`src/rtl/rotary_pkg.sv`:
```
// rotary_pkg: button state encoding and quadrature transition lookup for the encoder controller.
package rotary_pkg;
  typedef enum logic [1:0] {IDLE, PRESSED, LONG} btn_state_e;
  typedef enum logic [1:0] {DIR_NONE, DIR_FWD, DIR_REV, DIR_ERR} quad_dir_e;
  // Indexed by {prev_ab, ab}; forward is 00 -> 01 -> 11 -> 10 -> 00
  localparam quad_dir_e QUAD_LUT [16] = '{
    DIR_NONE, DIR_FWD,  DIR_REV,  DIR_ERR,
    DIR_REV,  DIR_NONE, DIR_ERR,  DIR_FWD,
    DIR_FWD,  DIR_ERR,  DIR_NONE, DIR_REV,
    DIR_ERR,  DIR_REV,  DIR_FWD,  DIR_NONE
  };
endpackage

```
`src/rtl/rotary_encoder_ctrl_quad.sv`:
```
// quad_decoder: turns debounced A/B levels into detent step pulses and illegal-transition pulses.
module quad_decoder
  import rotary_pkg::*;
#(
  parameter int EDGES_PER_DETENT = 4
) (
  input  logic clk,
  input  logic rstn,
  input  logic enc_a,
  input  logic enc_b,
  output logic cw_evt,
  output logic ccw_evt,
  output logic step_cw,
  output logic step_ccw,
  output logic quad_err
);
  localparam logic signed [3:0] EPD = 4'(EDGES_PER_DETENT);
  logic [1:0] ab, prev_ab;
  logic first;
  logic signed [3:0] sub, sub_inc;
  quad_dir_e dir;
  assign ab = {enc_a, enc_b};
  // cw_evt/ccw_evt are the unregistered detent events so the position can move on the same edge
  always_comb begin
    dir = first ? DIR_NONE : QUAD_LUT[{prev_ab, ab}];
    sub_inc = sub + (dir == DIR_FWD ? 4'sd1 : dir == DIR_REV ? -4'sd1 : 4'sd0);
    cw_evt = sub_inc == EPD;
    ccw_evt = sub_inc == -EPD;
  end
  always_ff @(posedge clk or negedge rstn) begin
    if (!rstn) begin
      prev_ab <= 2'b00;
      first <= 1'b1;
      sub <= '0;
      step_cw <= 1'b0;
      step_ccw <= 1'b0;
      quad_err <= 1'b0;
    end else begin
      prev_ab <= ab;
      first <= 1'b0;
      sub <= (cw_evt || ccw_evt) ? 4'sd0 : sub_inc;
      step_cw <= cw_evt;
      step_ccw <= ccw_evt;
      quad_err <= dir == DIR_ERR;
    end
  end
endmodule

```
`src/rtl/rotary_encoder_ctrl.sv`:
```
// rotary_encoder_ctrl: bounded encoder position plus short/long press classification.
module rotary_encoder_ctrl
  import rotary_pkg::*;
#(
  parameter int POS_WIDTH = 8,
  parameter int POS_MIN = 0,
  parameter int POS_MAX = 255,
  parameter int POS_INIT = 0,
  parameter int WRAP = 0,
  parameter int EDGES_PER_DETENT = 4,
  parameter int LONG_CYCLES = 13500000
) (
  input  logic                 clk,
  input  logic                 rstn,
  input  logic                 enc_a,
  input  logic                 enc_b,
  input  logic                 btn_rise,
  input  logic                 btn_fall,
  input  logic                 pos_load,
  input  logic [POS_WIDTH-1:0] pos_load_val,
  output logic [POS_WIDTH-1:0] pos,
  output logic                 step_cw,
  output logic                 step_ccw,
  output logic                 quad_err,
  output logic                 short_press,
  output logic                 long_press,
  output logic                 btn_held
);
  localparam int CW = $clog2(LONG_CYCLES + 1);
  localparam logic [POS_WIDTH-1:0] PMIN = POS_WIDTH'(POS_MIN);
  localparam logic [POS_WIDTH-1:0] PMAX = POS_WIDTH'(POS_MAX);
  localparam logic [POS_WIDTH-1:0] PINIT = POS_WIDTH'(POS_INIT);
  localparam logic [CW-1:0] CNT_LAST = CW'(LONG_CYCLES - 1);
  logic cw_evt, ccw_evt;
  logic [POS_WIDTH-1:0] pos_nxt, load_c;
  btn_state_e state, state_nxt;
  logic [CW-1:0] cnt, cnt_nxt;
  logic rise, fall, at_last, short_nxt, long_nxt, held_nxt;
  quad_decoder #(.EDGES_PER_DETENT(EDGES_PER_DETENT)) u_quad (
    .clk(clk),
    .rstn(rstn),
    .enc_a(enc_a),
    .enc_b(enc_b),
    .cw_evt(cw_evt),
    .ccw_evt(ccw_evt),
    .step_cw(step_cw),
    .step_ccw(step_ccw),
    .quad_err(quad_err)
  );
  // Limit checks happen before the +/-1 so the register never overflows
  always_comb begin
    load_c = pos_load_val <= PMIN ? PMIN : pos_load_val >= PMAX ? PMAX : pos_load_val;
    pos_nxt = pos_load ? load_c
            : cw_evt ? (pos == PMAX ? (WRAP != 0 ? PMIN : PMAX) : pos + 1'b1)
            : ccw_evt ? (pos == PMIN ? (WRAP != 0 ? PMAX : PMIN) : pos - 1'b1)
            : pos;
  end
  always_ff @(posedge clk or negedge rstn) begin
    if (!rstn) pos <= PINIT;
    else pos <= pos_nxt;
  end
  always_ff @(posedge clk or negedge rstn) begin
    if (!rstn) begin
      state <= IDLE;
      cnt <= '0;
      short_press <= 1'b0;
      long_press <= 1'b0;
      btn_held <= 1'b0;
    end else begin
      state <= state_nxt;
      cnt <= cnt_nxt;
      short_press <= short_nxt;
      long_press <= long_nxt;
      btn_held <= held_nxt;
    end
  end
  // Coincident rise and fall cancel each other
  always_comb begin
    rise = btn_rise & ~btn_fall;
    fall = btn_fall & ~btn_rise;
    at_last = cnt == CNT_LAST;
    state_nxt = state == IDLE ? (rise ? PRESSED : IDLE)
              : state == PRESSED ? (fall ? IDLE : at_last ? LONG : PRESSED)
              : state == LONG ? (fall ? IDLE : LONG)
              : IDLE;
    cnt_nxt = state == IDLE ? '0 : (state == PRESSED && !at_last) ? cnt + 1'b1 : cnt;
  end
  always_comb begin
    short_nxt = state == PRESSED && fall && !at_last;
    long_nxt = state == PRESSED && at_last;
    held_nxt = state_nxt != IDLE;
  end
endmodule
```
`config.mk`:
```
export PLATFORM = sky130hd
export DESIGN_NAME = rotary_encoder_ctrl
export DESIGN_NICKNAME = d
export VERILOG_FILES = /design/src/rtl/rotary_pkg.sv /design/src/rtl/rotary_encoder_ctrl_quad.sv /design/src/rtl/rotary_encoder_ctrl.sv
export SDC_FILE = /design/constraint.sdc
export NUM_CORES = 1
export LEC_CHECK = 0
export CAP_MARGIN = 20
export CORE_MARGIN = 2
export CORE_UTILIZATION = 60
export CTS_CLUSTER_DIAMETER = 80
export CTS_CLUSTER_SIZE = 30
export DETAILED_ROUTE_END_ITERATION = 16
export DONT_BUFFER_PORTS = 1
export GPL_ROUTABILITY_DRIVEN = 0
export MAX_ROUTING_LAYER = met4
export PLACE_DENSITY = 0.86
export SLEW_MARGIN = 10
export SYNTH_ARGS = -nofsm -noshare
export SYNTH_HDL_FRONTEND = slang
export SYNTH_SLANG_ARGS = --single-unit
```
`constraint.sdc`:
```
create_clock -name clk -period 4 [get_ports clk]
set_input_delay 0.4 -clock clk [delete_from_list [all_inputs] [get_ports clk]]
set_output_delay 0.4 -clock clk [all_outputs]
set_load 0.03 [all_outputs]
```
=== Word-level counts from Yosys, hierarchy flattened ===
Memory sizes are Yosys's and may differ from the RTL's.
Cells that the tools add are included.

* Add/subtract/negate cells: 4
* Magnitude comparators: 3
* Eq/ne operators: 9
* Multiplexer cells: 22
* Bitwise operators: 5
* Reductions and logical operators: 11

{| class="wikitable"
|+ Operator list
! operator !! number
|-
| $mux 8 || 7
|-
| $mux 24 || 2
|-
| $add 24x1->24 const B || 1
|-
| $eq 24x24->1 const B || 1
|-
| $mux 2 || 9
|-
| $mux 4 || 3
|-
| $add 8x1->8 const B || 1
|-
| $eq 8x8->1 const B || 1
|-
| $ge 8x8->1 const B || 1
|-
| $le 8x1->1 const B || 1
|-
| $logic_not 8->1 || 1
|-
| $sub 8x1->8 const B || 1
|-
| $eq 2x2->1 const B || 3
|-
| $ge 5x5->1 const B || 1
|-
| $not 4->5 || 1
|-
| $add 4x4->4 || 1
|-
| $eq 2x1->1 const B || 2
|-
| $eq 4x3->1 const B || 1
|-
| $eq 4x4->1 const B || 1
|-
| $logic_and 1x1->1 || 4
|-
| $reduce_bool 2->1 || 2
|-
| $reduce_bool 3->1 || 1
|-
| $and 1x1->1 || 2
|-
| $logic_not 2->1 || 1
|-
| 4 further kinds || 5
|}

* Register bits after elaboration: 47
* Memory bits (read-only): 32
* Bits of input ports: 15
* Memories: 1

{| class="wikitable"
|+ Memory list
! memory !! words !! width !! rd ports !! clocked after Yosys merged registers in !! wr ports !! line !! RTL
|-
| (name not given) || 16 || 2 || 1 || 0 || 0 || rotary_encoder_ctrl_quad.sv:25 || <nowiki>dir = first ? DIR_NONE : QUAD_LUT[{prev_ab, ab}];</nowiki>
|}

=== Logic depth before layout (Yosys ltp) ===
Gate-level depths: netlist (run 1).

* Word-level depth: 13
* Gate-level depth with buffers: 16

=== Cells and area by module ===
Synthesis (run 1) repeated with hierarchy kept, for this count alone.

* Cell total of the unflattened synthesis: 312
* Area total of the unflattened synthesis: 2861.5 um^2

{| class="wikitable"
|+ Modules (own cells, without submodules)
! module !! instances !! cells an instance !! area an instance (um^2) !! sequential area each (um^2)
|-
| rotary_encoder_ctrl || 1 || 266 || 2338.5 || 925.9
|-
| quad_decoder || 1 || 46 || 523.0 || 251.5
|}

=== Worst setup path after synthesis (run 1) ===
Ideal clock, no wire load.

* Path type: in2reg
* Start: input enc_b
* End: register pos[2]
* Setup time: 0.134 ns
* Data arrival time: 2.907 ns
* Slack: 0.959 ns
* Cell stages on the path: 14
* Path buffers: 1
* Cells stage by stage: nor2b_1 -> a21oi_1 -> a211o_1 -> ha_1 -> inv_1 -> ha_1 -> inv_1 -> fa_1 -> nor2b_1 -> and2_1 -> clkbuf_1 -> nand2_1 -> a2111oi_0 -> o21ai_1

* Cells in the longest elaborated chain, start to end: 12

{| class="wikitable"
|+ Ends and longest elaborated chain
! element !! line !! RTL
|-
| start: declaration || rotary_encoder_ctrl.sv:16 || <nowiki>input logic enc_b,</nowiki>
|-
| $not 4->5 (not written as such) * || rotary_encoder_ctrl_quad.sv:25 ||
|-
| $mem_v2 16x2 * || n/a ||
|-
| $mux 2 (not written as such) * (2 in series) || rotary_encoder_ctrl_quad.sv:25 ||
|-
| $mux 2 * || rotary_encoder_ctrl_quad.sv:25 ||
|-
| $eq 2x2->1 || rotary_encoder_ctrl_quad.sv:26 || <nowiki>sub_inc = sub + (dir == DIR_FWD ? 4'sd1 : dir == DIR_REV ? -4'sd1 : 4'sd0);</nowiki>
|-
| $mux 4 || rotary_encoder_ctrl_quad.sv:26 ||
|-
| $mux 4 * || rotary_encoder_ctrl_quad.sv:26 ||
|-
| $add 4x4->4 * || rotary_encoder_ctrl_quad.sv:26 ||
|-
| $eq 4x4->1 || rotary_encoder_ctrl_quad.sv:27 || <nowiki>cw_evt = sub_inc == EPD;</nowiki>
|-
| $mux 8 || rotary_encoder_ctrl.sv:54 || <nowiki>: cw_evt ? (pos == PMAX ? (WRAP != 0 ? PMIN : PMAX) : pos + 1'b1)</nowiki>
|-
| $mux 8 || rotary_encoder_ctrl.sv:53 || <nowiki>pos_nxt = pos_load ? load_c</nowiki>
|-
| end signal: assignment || rotary_encoder_ctrl.sv:60 || <nowiki>else pos <= pos_nxt;</nowiki>
|-
| end: declaration || rotary_encoder_ctrl.sv:21 || <nowiki>output logic [POS_WIDTH-1:0] pos,</nowiki>
|}

Every way passes the cells marked *; elsewhere a longest branch is shown, timed or not. The select of a mux whose other input is x is not followed.
A chain may end at the register's enable or synchronous reset.

=== Worst setup path after layout (run 1) ===
* Start: register u_quad.prev_ab[1]
* End: register pos[6]

* Cells in the longest elaborated chain, start to end: 12

{| class="wikitable"
|+ Ends and longest elaborated chain
! element !! line !! RTL
|-
| start: declaration || rotary_encoder_ctrl_quad.sv:18 || <nowiki>logic [1:0] ab, prev_ab;</nowiki>
|-
| start signal: assignment || rotary_encoder_ctrl_quad.sv:32 || <nowiki>prev_ab <= 2'b00;</nowiki>
|-
| start signal: assignment || rotary_encoder_ctrl_quad.sv:39 || <nowiki>prev_ab <= ab;</nowiki>
|-
| $not 4->5 (not written as such) * || rotary_encoder_ctrl_quad.sv:25 ||
|-
| $mem_v2 16x2 * || n/a ||
|-
| $mux 2 (not written as such) * (2 in series) || rotary_encoder_ctrl_quad.sv:25 ||
|-
| $mux 2 * || rotary_encoder_ctrl_quad.sv:25 ||
|-
| $eq 2x2->1 || rotary_encoder_ctrl_quad.sv:26 ||
|-
| $mux 4 || rotary_encoder_ctrl_quad.sv:26 ||
|-
| $mux 4 * || rotary_encoder_ctrl_quad.sv:26 ||
|-
| $add 4x4->4 * || rotary_encoder_ctrl_quad.sv:26 ||
|-
| $eq 4x4->1 || rotary_encoder_ctrl_quad.sv:27 ||
|-
| $mux 8 || rotary_encoder_ctrl.sv:54 ||
|-
| $mux 8 || rotary_encoder_ctrl.sv:53 ||
|}

Marked as above.

==> results of run 1 <==
per-layer routing:
metal	up-vias	share of wire (%)	GRT usage [%]
met5	-	0	-
met4	0	1.4	10.3
met3	10	5.2	4.47
met2	80	51	39.0
met1	1190	43	29.6
li1	1171	-	-
final cells by class:
type,count,area share [%]
Tap cell,67,2.70
Multi-Input combinational cell,245,52.3
Inverter,16,1.93
Timing Repair Buffer,3,1.45
Clock inverter,2,1.13
Sequential cell,47,37.9
Clock buffer,6,2.66
state kept, by name, indices dropped and copies added, names as in the netlist, 2 cells and up:
name / count
u_quad.prev_ab: 2
state: 2
cnt: 24
u_quad.sub: 4
pos: 8
power by group:
group          switching (uW)  leakage [uW]  internal [uW]
clock                     157     0.0000612            202
sequential                200      0.000616            547
combinational             302      0.000652            203
worst max-delay path, stage by stage (launching register included):
cell       delay (ns)
dfrtp_1          0.38
inv_1            0.06
o21ai_0          0.17
nor2_1           0.06
a211o_1          0.28
ha_1             0.29
inv_1            0.06
ha_1             0.15
inv_1            0.05
fa_1             0.50
nor2b_1          0.24
nand2_1          0.34
nor3_1           0.26
a2111oi_0        0.12
a221o_1          0.29
Yosys cell counts, types with 3 or more instances:
library cell and n:
dfrtp_1 46, nand2_1 32, nor2_1 27, a21oi_1 16, inv_1 16, nand3_1 15
mux2i_1 13, nor3_1 12, o21ai_0 11, a31oi_1 9, and3_1 8, clkbuf_1 8
ha_1 8, and2_1 7, o31ai_1 7, nand4_1 6, buf_2 5, nand2b_1 4
nor2b_1 4, nor4bb_1 4, o21ai_1 4, a211oi_1 3, buf_4 3, nand3_2 3
o211ai_1 3, or2_2 3, or4_1 3, xnor2_1 3
metrics by stage:
stage,utilization (%),area [um2]
floorplan,-,2980
global placement,62.1,2950
detailed placement,62.1,2950
CTS,65.4,3110
global route,65.4,3110
finish,65.4,3110
cells by family after synthesis:
group | synth area share (%)
simple gates | 26.5
compound gates | 16.5
flops | 39.6
buf+inv | 5.85
mux | 6.01
fa+ha+maj | 4.04
xor+xnor | 1.47
other cells | 0.126
worst max-delay path by stage:
| stage | to | start | slack, ns | depth (start not counted) |
|---|---|---|---|---|
| 2_1_floorplan | pos[2] | enc_b | 0.96 | 14 |
| 4_1_cts | pos[6] | u_quad.prev_ab[0] | 0.64 | 14 |
| 6_report | pos[6] | u_quad.prev_ab[1] | 0.61 | 14 |
| 5_1_grt | pos[6] | u_quad.prev_ab[1] | 0.27 | 14 |
| 3_3_place_gp | pos[6] | u_quad.prev_ab[0] | 0.78 | 14 |
| 3_5_place_dp | pos[6] | u_quad.prev_ab[0] | 0.68 | 14 |
==> results.yml, run 1 <==
outcome:
  outcome: "complete, no violations"
cells_and_area:
  ant_diodes: 0
  final_cells: 386
  layout.nets: 342
  most_frequent_cells_in_the_layout: "dfrtp_1 (46), nand2_1 (32), nor2_1 (27)"
  layout.area.seq_mm2: 0.00118
  drive_gt1_share_pct: 7.84
  filler_cell_count: 382
  syn_to_final_growth_pct: 4.46
  mostFrequentLayoutCell: "dfrtp_1"
  multi_input_gate_area_mm2: 0.00162
global_route:
  gr-total-overflow: 0
  pin_count_of_the_biggest_net_entering_global_routing: 48
  grt_pass1_wl_um: 10100
  antenna_found_initial: 0
  via_count_of_the_first_global_routing_pass: 2289
  grt_use_total_pct: 24.2
worst_setup_path:
  timing.critical_path.arrival_ns: 3.57
  reg2reg_to: "pos[6]"
  worst_r2r_path_depth: 14
  cp_data_required_time_ns: 4.19
  cp-end-kind: "register"
  cp-start-kind: "register"
  crit_type: "register to register"
  critPathMaxFanout: 13
  rrSetupSlack_ns: 0.61
  worst_r2r_startpoint: "u_quad.prev_ab[1]"
min_path:
  hp-class: "input port to register"
  min_to: "u_quad.prev_ab[0]"
  hold-path-cell-count: 0
  hold_path.startpoint: "enc_b"
detailed_routing:
  drt_pass1_iterations: 4
  route.detailed.wl_per_inst_um: 16.0
  dr_total_vias: 2451
  viasPerCell: 6.35
  finalWirelength_um: 6190
  dr.first_iter.drc_count: 163
  remaining_drc_errors: 0
  drt.antenna.violating_nets: 0
clocking:
  cts_hold_repair.buffers: 2
  cts_tree: "yes"
  cts-htree-levels: 2
  cts_post_setup_buffers_inserted: 0
  clock-root-buffer: "clkbuf_8"
  cts_inserted_buffers: 5
  clk_transition_reported_paths_ns: 0.09
  clk_latency_ns: 0.30
  clock_sinks: 47
  cts-root-to-sink-buffers: 2
  postCtsResizedCells: 0
timing:
  unrepaired_setup_endpoints_after_global_routing: "no"
  finalWorstSetupSlack_ns: 0.613
  timing.hold.ws_ns: 0.118
  period_share_pct: 84.7
  final_hold_viol_count: 0
  max_slew.worst_pin.slew_ns: 0.729
  slew_headroom_pct: 51.4
  timing.fmax_ghz: 0.295
  setup_viol: 0
  period_needed_ns: 3.39
  timing.final.max_slew_violations: 0
  final_setup_skew_ns: 0.00897
  setup_tns_ns: 0
synth:
  ys_seq_elements: 47
  synthDistinctLibCells: 65
  syn-cell-area_mm2: 0.00298
  synth-seq-area-share_pct: 39.6
  synth_top_area_cell: "dfrtp_1"
  synth_top_area_share_pct: 38.7
  post_synth_net_total: 351
  synth.top_cells.by_area: "dfrtp_1 (39%), mux2i_1 (4.4%), nand2_1 (4.0%)"
  post_synth_inst_count: 327
  synth-edff-count: 0
  dominantRegCellSynth: "dfrtp_1"
  ys_warn_count: 0
  ys_async_sr_fraction_pct: 100
  avgSynthCellArea_um2: 9.10
floorplanning:
  floorplan.initialDensity_pct: 62.6
  die_area_mm2: 0.00554
  ioPinCount: 29
  placement_rows: 25
  core-area_mm2: 0.00475
  die_w_um: 74.4
  die_h_um: 74.4
power:
  vdd.ir_drop.worst_uv: 304
  power.density_cell_area_mw_per_mm2: 519
  report.power.total_uw: 1610
  p_leak_uw: 0.00133
place:
  post-place-cells: 376
  io_buffer_count: 0
  pre_cts_ws_ns: 0.684
  place_hpwl_um: 4300
run:
  maxCapViolCount: 0
No activity file was read; power rests on OpenSTA's default activity.
==> run 2, diff against run 1 <==
clock period = 3.35 ns   (was 4 ns; I/O delays follow)
==> results.yml, run 2 (same netlist as run 1, synthesis figures left out) <==
floorplanning:
  die_area_mm2: 0.00554
  die_h_um: 74.4
  ioPinCount: 29
  die_w_um: 74.4
  placement_rows: 25
  core-area_mm2: 0.00475
  floorplan.initialDensity_pct: 62.6
clocking:
  cts_tree: "yes"
  clk_transition_reported_paths_ns: 0.09
  clock-root-buffer: "clkbuf_8"
  cts_post_setup_buffers_inserted: 0
  cts_inserted_buffers: 5
  cts-htree-levels: 2
  clk_latency_ns: 0.31
  clock_sinks: 47
  cts-root-to-sink-buffers: 2
outcome:
  outcome: "complete, no violations"
global_route:
  gr-total-overflow: 0
  via_count_of_the_first_global_routing_pass: 2254
  pin_count_of_the_biggest_net_entering_global_routing: 48
  antenna_found_initial: 0
  grt_use_total_pct: 26.2
  grt_pass1_wl_um: 10800
timing:
  final_hold_viol_count: 0
  slew_headroom_pct: 51.1
  timing.hold.ws_ns: 0.0475
  period_share_pct: 92.7
  timing.final.max_slew_violations: 0
  timing.fmax_ghz: 0.322
  final_setup_skew_ns: 0.0127
  setup_viol: 0
  max_slew.worst_pin.slew_ns: 0.734
  setup_tns_ns: 0
  period_needed_ns: 3.11
cells_and_area:
  layout.nets: 346
  mostFrequentLayoutCell: "dfrtp_1"
  multi_input_gate_area_mm2: 0.00164
  reg_top3: "cnt (24), pos (8), u_quad.sub (4)"
  drive_gt1_share_pct: 10.2
  ant_diodes: 0
  filler_cell_count: 379
  layout.area.seq_mm2: 0.00118
  top_register: "cnt"
  most_frequent_cells_in_the_layout: "dfrtp_1 (46), nand2_1 (32), nor2_1 (27)"
  largest_register_ffs: 24
  syn_to_final_growth_pct: 5.42
worst_setup_path:
  cp-start-kind: "register"
  crit_type: "register to register"
  cp_data_required_time_ns: 3.58
  critPathMaxFanout: 7
  timing.critical_path.arrival_ns: 3.33
  cp-end-kind: "register"
  worst_r2r_startpoint: "u_quad.prev_ab[0]"
  worst_setup_path_startpoint: "u_quad.prev_ab[0]"
detailed_routing:
  viasPerCell: 6.23
  route.detailed.wl_per_inst_um: 16.4
  remaining_drc_errors: 0
  finalWirelength_um: 6390
  dr_total_vias: 2428
  drt.antenna.violating_nets: 0
  drt_pass1_iterations: 4
  dr.first_iter.drc_count: 228
power:
  power.density_cell_area_mw_per_mm2: 610
  vdd.ir_drop.worst_uv: 417
  p_leak_uw: 0.00134
  report.power.total_uw: 1910
place:
  io_buffer_count: 0
  place_hpwl_um: 4570
run:
  maxCapViolCount: 0
min_path:
  hp-class: "input port to register"
  hold_path.startpoint: "enc_a"
-- run 2: metrics by stage --
step                utilization, %  instances  worst slack (ns)  area [um2]
floorplan                        -        327             0.312        2980
global placement              62.7        380             0.255        2980
detailed placement            62.7        380            0.0852        2980
CTS                           65.6        390            0.0514        3120
global route                  66.0        390          -0.00725        3140
finish                        66.0        390             0.245        3140
-- run 2: power breakdown --
group,switching (uW),internal (uW)
registers,240,653
logic,379,280
clock network,192,168
-- run 2: cell type report --
type | count | share of cell area, %
timing repair buffer | 7 | 2.39
inverter | 16 | 1.91
clock buffer | 6 | 2.63
tap | 67 | 2.67
clock inverter | 2 | 0.519
sequential | 47 | 37.5
multi-input combinational | 245 | 52.3
-- run 2: worst max-delay path, stage by stage, from the launching register on --
cell	delay, ns
dfrtp_1	0.38
nand2b_1	0.15
o21ai_0	0.09
nor2_1	0.06
a211o_1	0.28
ha_1	0.29
inv_1	0.06
ha_1	0.16
inv_1	0.06
fa_1	0.49
nor2b_2	0.19
nand2_1	0.13
buf_4	0.19
nor3_1	0.25
o21ai_0	0.15
o21ai_1	0.10
-- run 2: path summary, 6_finish.rpt --
kind                       slack (ns)  cells past startpoint                end
hold / removal                   0.05                      0  u_quad.prev_ab[1]
min in group asynchronous        0.55                      2             cnt[5]
setup / recovery                 0.24                     15             pos[2]
hold reg to reg                  0.47                      1            cnt[19]
setup reg to reg                 0.24                     15             pos[2]
max in group asynchronous        2.54                      2       u_quad.first
-- run 2: metal layers --
layer / up-vias / share of wire, % / wire, um / track usage, %
met1: 1173 / 43 / 2760 / 32.7
met3: 12 / 4.1 / 260 / 5.69
met5: - / 0 / 0 / -
li1: 1174 / - / - / -
met2: 69 / 51 / 3240 / 41.5
met4: 0 / 2.0 / 125 / 10.3
-- run 2: what timing repair did --
action                     CTS  global route
setup endpoints to repair    0             5
hold buffers                 2             0
hold endpoints to repair    47             0
gates resized for setup      0             7
